$ cat src/rtl/darkmem_arb_pkg.sv
// Shared types and helpers for the darkmem_arb program/data RAM arbiter.
// Optional build macro: DARKMEM_ARB_ROUND_ROBIN_EN (affects darkmem_arb_pick only).
package darkmem_arb_pkg;

  typedef enum logic [1:0] {IDLE, ACCESS, RESP} state_t;
  typedef enum logic {GNT_INSTR, GNT_DATA} grant_t;

  localparam logic [3:0] BE_FULL = 4'hF;

  // A zero byte-enable mask from the data port means a full-word access.
  function automatic logic [3:0] norm_be(input logic [3:0] be);
    return (be == 4'h0) ? BE_FULL : be;
  endfunction

endpackage

$ cat src/rtl/darkmem_arb_pick.sv
// Grant selection between the fetch and data requesters.
// DARKMEM_ARB_ROUND_ROBIN_EN: alternate on collisions; otherwise data port always wins.
module darkmem_arb_pick
  import darkmem_arb_pkg::*;
(
  input  logic   i_req,
  input  logic   d_req,
  input  grant_t last_grant,
  output grant_t grant
);

`ifdef DARKMEM_ARB_ROUND_ROBIN_EN
  always_comb begin
    grant = GNT_INSTR;
    if (i_req && d_req) begin
      grant = (last_grant == GNT_INSTR) ? GNT_DATA : GNT_INSTR;
    end else if (d_req) begin
      grant = GNT_DATA;
    end
  end
`else
  // Fixed priority ignores history and the fetch request level.
  logic unused_pick;
  assign unused_pick = ^{i_req, last_grant};

  always_comb begin
    grant = d_req ? GNT_DATA : GNT_INSTR;
  end
`endif

endmodule

$ cat src/rtl/darkmem_arb.sv
// Fetch/data arbiter and access sequencer for a single-port RAM with ACK timeout.
// Build macro DARKMEM_ARB_ROUND_ROBIN_EN selects round-robin collision handling.
module darkmem_arb
  import darkmem_arb_pkg::*;
#(
  parameter int WAIT_MAX = 15,
  parameter int AW       = 32
) (
  input  logic          XCLK,
  input  logic          XRES,
  input  logic          I_RD,
  input  logic [AW-1:0] I_ADDR,
  output logic [31:0]   I_DATA,
  output logic          I_ACK,
  input  logic          D_RD,
  input  logic          D_WR,
  input  logic [3:0]    D_BE,
  input  logic [AW-1:0] D_ADDR,
  input  logic [31:0]   D_WDATA,
  output logic [31:0]   D_RDATA,
  output logic          D_ACK,
  output logic          ERR,
  output logic          M_EN,
  output logic          M_RD,
  output logic          M_WR,
  output logic [3:0]    M_BE,
  output logic [AW-1:0] M_ADDR,
  output logic [31:0]   M_WDATA,
  input  logic [31:0]   M_RDATA,
  input  logic          M_ACK
);

  localparam logic [7:0] CNT_LAST = 8'(WAIT_MAX - 1);

  state_t        state_reg, state_next;
  grant_t        grant_reg, grant_next;
  grant_t        last_grant_reg, last_grant_next;
  grant_t        pick_grant;
  logic [7:0]    cnt_reg, cnt_next;
  logic [AW-1:0] addr_reg, addr_next;
  logic [3:0]    be_reg, be_next;
  logic [31:0]   wdata_reg, wdata_next;
  logic [31:0]   rdata_reg, rdata_next;
  logic          wr_reg, wr_next;
  logic          err_reg, err_next;
  logic          i_req, d_req, access;

  assign i_req = I_RD;
  assign d_req = D_RD | D_WR;

  darkmem_arb_pick u_pick (
    .i_req      (i_req),
    .d_req      (d_req),
    .last_grant (last_grant_reg),
    .grant      (pick_grant)
  );

  always_ff @(posedge XCLK or negedge XRES) begin
    if (!XRES) begin
      state_reg      <= IDLE;
      grant_reg      <= GNT_INSTR;
      last_grant_reg <= GNT_INSTR;
      cnt_reg        <= 8'd0;
      addr_reg       <= '0;
      be_reg         <= 4'h0;
      wdata_reg      <= 32'h0;
      rdata_reg      <= 32'h0;
      wr_reg         <= 1'b0;
      err_reg        <= 1'b0;
    end else begin
      state_reg      <= state_next;
      grant_reg      <= grant_next;
      last_grant_reg <= last_grant_next;
      cnt_reg        <= cnt_next;
      addr_reg       <= addr_next;
      be_reg         <= be_next;
      wdata_reg      <= wdata_next;
      rdata_reg      <= rdata_next;
      wr_reg         <= wr_next;
      err_reg        <= err_next;
    end
  end

  always_comb begin
    state_next      = state_reg;
    grant_next      = grant_reg;
    last_grant_next = last_grant_reg;
    cnt_next        = cnt_reg;
    addr_next       = addr_reg;
    be_next         = be_reg;
    wdata_next      = wdata_reg;
    rdata_next      = rdata_reg;
    wr_next         = wr_reg;
    err_next        = err_reg;
    case (state_reg)
      IDLE: begin
        if (i_req || d_req) begin
          grant_next = pick_grant;
          cnt_next   = 8'd0;
          state_next = ACCESS;
          if (pick_grant == GNT_DATA) begin
            addr_next  = D_ADDR;
            be_next    = norm_be(D_BE);
            wdata_next = D_WDATA;
            wr_next    = D_WR;
          end else begin
            addr_next  = I_ADDR;
            be_next    = BE_FULL;
            wdata_next = 32'h0;
            wr_next    = 1'b0;
          end
        end
      end
      ACCESS: begin
        if (M_ACK) begin
          rdata_next = wr_reg ? 32'h0 : M_RDATA;
          err_next   = 1'b0;
          state_next = RESP;
        end else if (cnt_reg == CNT_LAST) begin
          rdata_next = 32'h0;
          err_next   = 1'b1;
          state_next = RESP;
        end else begin
          cnt_next = cnt_reg + 8'd1;
        end
      end
      RESP: begin
        last_grant_next = grant_reg;
        state_next      = IDLE;
      end
      default: state_next = IDLE;
    endcase
  end

  // Memory strobes come only from the latched request, and only while in ACCESS.
  assign access  = (state_reg == ACCESS);
  assign M_EN    = access;
  assign M_WR    = access & wr_reg;
  assign M_RD    = access & ~wr_reg;
  assign M_BE    = access ? be_reg : 4'h0;
  assign M_ADDR  = access ? addr_reg : '0;
  assign M_WDATA = access ? wdata_reg : 32'h0;

  assign I_ACK   = (state_reg == RESP) && (grant_reg == GNT_INSTR);
  assign D_ACK   = (state_reg == RESP) && (grant_reg == GNT_DATA);
  assign I_DATA  = rdata_reg;
  assign D_RDATA = rdata_reg;
  assign ERR     = err_reg;

endmodule

$ cat config.mk
export PLATFORM = sky130hd
export DESIGN_NAME = darkmem_arb
export DESIGN_NICKNAME = d
export VERILOG_FILES = /design/src/rtl/darkmem_arb_pkg.sv /design/src/rtl/darkmem_arb_pick.sv /design/src/rtl/darkmem_arb.sv
export SDC_FILE = /design/constraint.sdc
export NUM_CORES = 1
export LEC_CHECK = 0
export ABC_AREA = 1
export CAP_MARGIN = 20
export CORE_UTILIZATION = 30
export CTS_BUF_LIST = sky130_fd_sc_hd__clkbuf_4
export DETAILED_ROUTE_END_ITERATION = 6
export PLACE_DENSITY = 0.65
export RECOVER_POWER = 50
export SLEW_MARGIN = 25
export SYNTH_ARGS = -nofsm -noshare
export SYNTH_HDL_FRONTEND = slang
export SYNTH_SLANG_ARGS = --single-unit
$ cat constraint.sdc
create_clock -name XCLK -period 1.41 [get_ports XCLK]
set_input_delay 0.2115 -clock XCLK [delete_from_list [all_inputs] [get_ports XCLK]]
set_output_delay 0.2115 -clock XCLK [all_outputs]
set_load 0.02 [all_outputs]
# Yosys cells after proc, flatten, opt, wreduce, memory -nomap -nowiden
# Cells that the tools add are included.
[totals]
ff_bits = 113
in_bits = 138
output_inout_bits = 138
elab_cells = 55
[op_classes]
addsub = 1
eq_ne = 7
n_mux = 22
n_bitwise = 5
n_reduce_logical = 11
[ops]
columns = ["operator", "count"]
rows = [
  ["$mux 32", 7],
  ["$mux 8", 3],
  ["$pmux 8 s2", 1],
  ["$mux 4", 3],
  ["$add 8x1->8 const B", 1],
  ["$eq 8x4->1 const B", 1],
  ["$mux 2", 3],
  ["$ne 2x2->1 const B", 3],
  ["$reduce_and 2->1", 3],
  ["$logic_not 4->1", 1],
  ["$mux 1", 4],
  ["$pmux 2 s2", 1],
  ["$reduce_and 4->1", 1],
  ["$reduce_bool 2->1", 2],
  ["$ne 3x2->1 const B", 1],
  ["$and 1x1->1", 2],
  ["$eq 2x1->1 const B", 1],
  ["$eq 2x2->1 const B", 1],
  ["$logic_and 1x1->1", 2],
  ["$logic_not 2->1", 1],
  ["$not 1->1", 2],
  ["$logic_or 1x1->1", 1],
  ["$or 1x1->1", 1],
]

# Logic depth before layout (Yosys ltp)
[depth]
ltp_word = 4
mapped_depth = 8

# Modules after synthesis
# Synthesis repeated with hierarchy kept, for this count alone.
[hier_totals]
hier_cells = 753
hier_area_um2 = 5640.4
[modules_own_cells]
columns = ["module", "n_inst", "cells_each", "area_per_inst_um2", "seq_area_each_um2"]
rows = [
  ["darkmem_arb", 1, 752, 5632.9, 2852.7],
  ["darkmem_arb_pick", 1, 1, 7.5, 0.0],
]

# Least setup slack after synthesis
# Ideal clock, no wire load.
[synth_timing]
path_kind = "register to output"
startpoint = "register state_reg[1]"
endpoint = "output port M_ADDR[0]"
t_arrival_ns = 1.210
path_slack_ns = -0.012
path_stages_with_launch = 6
path_buffers = 2
path_cell_list = "dfrtp_1 inv_2 nand2_1 clkbuf_1 buf_2 nor2_1"
[synth_via]
elab_chain_len = 2
[synth_rtl]
columns = ["item", "line", "text"]
rows = [
  ["start: declaration", "darkmem_arb.sv:35", "state_t state_reg, state_next;"],
  ["start signal: assignment", "darkmem_arb.sv:71", "state_reg <= state_next;"],
  ["$eq 2x1->1", "darkmem_arb.sv:136", "assign access = (state_reg == ACCESS);"],
  ["$mux 32", "darkmem_arb.sv:141", "assign M_ADDR = access ? addr_reg : '0;"],
  ["end: declaration", "darkmem_arb.sv:27", "output logic [AW-1:0] M_ADDR,"],
]
# No other way between the ends.

# Final worst setup path
[layout_timing]
startpoint = "register state_reg[1]"
endpoint = "output port M_ADDR[15]"
# Same word-level chain as after synthesis.

==> key figures <==
Timing
  – Number of hold violations in the final report: 0
  – RSZ-0062 raised after global routing: true
  – Fin Setup TNS: -44.57 ns
  – Fin. max-slew vios: 0
  – Final Setup Violations: ~190
  – Min Clock Period, post-route: ~1.8 ns
  – Slew @ Worst Pin: 0.648 ns
  – Fin worst setup slack: -0.357 ns
  – Relative slew slack: a little under three fifths
  – Max Freq: 566 MHz
  – Final worst-path cycle share: 125%
  – Skew final: about 0.020 ns

Cells and area
  – Final-stage net count: 1164
  – Area growth syn-to-layout: 77.0%
  – Final cell count without fillers: around 1300
  – Share of cells above drive strength 1: between 30% and 40%

Route
  – Antenna viol nets, final: 0
  – DR pass1 iterations: 7
  – Vias per std cell: between 4 and 5
  – Iteration-0 DRC Markers: roughly 280
  – Wire length on met3: 1480 µm
  – Max layer used: met4
  – Metal2 WL: between 10000 and 15000 µm
  – Met1 WL: 8200 µm
  – Vias post-DR: roughly 5800
  – DR DRC count: 43
  – WL final: roughly 20000 µm
  – WL/cell: between 15 and 20 µm

Setup path
  – CP max-delay cell: dfrtp_1
  – Crit-path cells: inv_2 -> nand2_8 -> buf_12 -> nor2_1 -> buf_4
  – Crit path arrival time: between 1.5 and 2 ns
  – CP required: approximately 1.2 ns
  – CP peak stage delay: 0.38 ns
  – CP Class: reg -> out
  – Endpoint class of the critical path: output pin
  – Crit start category: flip-flop
  – Crit path max fanout: 23

Synth
  – Simple logic cell fraction of the synthesized area: 23.9%
  – Seq/Total Area, Yosys: roughly half
  – Synthesized area: about 5600 µm²
  – Syn nets: 857
  – Synth Flop Type: dfrtp_1
  – Synth Register Bits: between 100 and 150
  – Adder-Cell Fraction of Synth Area: less than 1%
  – Area share of xor/xnor cells in the synthesized design: 0%
  – YS warnings: 0
  – Syn_area_per_cell: a little under 8 µm²
  – Cells after Synth: approximately 720
  – Ys async rst share: 100%
  – Number of flops mapped to enable cells by yosys: 0
  – Largest family of logic cells by synthesized area: simple AND/OR/NAND/NOR gates
  – Yosys cell types: 24
  – Compound-gate portion of the synthesized area: 11.0%
  – Mux contribution to synthesized area: 0%

Place
  – Dpl hpwl: ~13000 µm
  – Post-Place Cells: 1180
  – GP Congestion: 0.804
  – IO Port Bufs: 275

Floorplan
  – Row count: 49
  – I/O pin cnt: roughly 280
  – Die width: about 140 µm
  – Die area: ~19000 µm²
  – Die Ht: 138 µm
  – Starting density of the core: just over 30%
  – Core area: approximately 18000 µm²

GRT
  – Overall Global Routing Usage: between 20% and 30%
  – Initial antenna violation count: 1
  – Gr ovfl total: 0
  – Vias in the first global route: between 5000 and 6000
  – First-pass GRT wire length: around 32000 µm
  – Largest net degree at the start of global routing: between 40 and 50

Pwr
  – P_leak: between 4 and 5 nW
  – Power Dens Cells: around 2300 nW/µm²
  – Max IR drop VDD: ~1100 µV

Job
  – Maximum Capacitance Violations: 0

Clock network
  – TritonCTS clock tree: yes
  – Clk slew on worst S/H paths: ~0.1 ns
  – Clock buffer depth: 2
  – Root Driver: clkbuf_4
  – # clock sinks: 113
  – Skew-Pair Late Insertion Delay: around 0.52 ns
  – Number of H-tree levels: 4
  – Num CTS Buffers: 17

Worst hold path
  – Worst min path class: in -> async

Status
  – Status: finished with violations
  – Failing checks: DRC, setup timing
power breakdown:
part           total [W]  switching, W  leakage [nW]  internal (W)
registers        0.00541      0.000792          1.38       0.00462
logic             0.0143       0.00739          3.31       0.00687
clock network    0.00255       0.00128         0.156       0.00127
timing repair:
item / CTS / global route
pin swaps: 2 / 7
resized for setup: 694 / 158
gates cloned: 14 / 5
setup buffers: 20 / 14
endpoints found under the hold margin: 113 / 0
endpoints found under the setup margin: 237 / 199
hold buffers: 1 / 0
layout by cell type (no fill, tap or decap), types with 6 or more instances in the layout:
cell type,instances
nor2_4,25
o21ai_0,42
nor2_1,84
clkbuf_4,24
a31oi_1,36
buf_2,51
buf_6,63
o21ai_1,24
dfrtp_1,109
nand3_2,6
inv_1,85
buf_8,8
buf_16,10
nor2_2,20
buf_4,61
buf_12,15
nand2_1,150
clkdlybuf4s50_1,136
nand3_1,37
per-layer routing:
layer,vias to the layer above,track usage (%)
li1,2844,-
met1,2767,24.7
met2,212,37.5
met3,14,6.75
met4,0,5.74
met5,-,0
synthesized netlist by cell type (2+ instances only):
library cell,count,area share (%)
ha_1,2,0.45
o21ai_1,9,0.81
a31oi_1,36,4.0
buf_2,22,2.0
buf_6,5,1.0
nand2_1,155,10
buf_4,32,4.3
inv_1,85,5.7
clkbuf_1,13,0.87
dfrtp_1,113,51
o21ai_0,59,5.3
nor2_1,127,8.5
inv_2,2,0.13
nor3_1,3,0.27
a21oi_1,3,0.27
nand3_1,43,3.9
worst max-delay path: cells and delay by family (launching register included):
family | cells | cell delay (ns)
buf+inv | 3 | 0.43
flops | 1 | 0.38
simple gates | 2 | 0.22
per-stage QoR:
step	utilization (%)	instance area, µm²	worst slack (ns)	total power (W)	hold slack (ns)
floorplan	-	5580	-0.0115	0.0113	-0.0841
global placement	47.2	8540	-0.249	0.0159	0.0703
detailed placement	47.2	8540	-0.314	0.0160	0.0686
CTS	50.7	9160	-0.387	0.0202	0.0259
global route	54.6	9870	-0.478	0.0235	0.158
finish	54.6	9870	-0.357	0.0222	0.159
cell type report:
| class | count | area [µm²] |
|---|---|---|
| Timing Repair Buffer | 360 | 3810 |
| Clock buffer | 20 | 150 |
| Fill cell | 1684 | 8220 |
| Clock inverter | 12 | 141 |
| Tap cell | 229 | 287 |
| Inverter | 87 | 332 |
| Multi-Input combinational cell | 445 | 2310 |
| Sequential cell | 113 | 2830 |
| Antenna cell | 1 | 2.50 |
kinds of logic after synthesis:
| group | count (synthesis) |
|---|---|
| simple gates | 333 |
| buf+inv | 159 |
| compound gates | 110 |
| flops | 113 |
| fa+ha+maj | 2 |
final timing paths:
| path | start | endpoint | slack (ns) | cells past startpoint |
|---|---|---|---|---|
| hold reg to reg | D_RDATA[7] | D_RDATA[7] | 0.52 | 2 |
| setup reg to reg | state_reg[1] | wdata_reg[10] | -0.31 | 10 |
| hold / removal | XRES | wdata_reg[14] | 0.16 | 2 |
| setup / recovery | state_reg[1] | M_ADDR[15] | -0.36 | 5 |
| min in group XCLK | D_WDATA[13] | wdata_reg[13] | 0.22 | 3 |
| max in group asynchronous | XRES | addr_reg[20] | 0.18 | 3 |
Power figures use the tool's default switching activity.
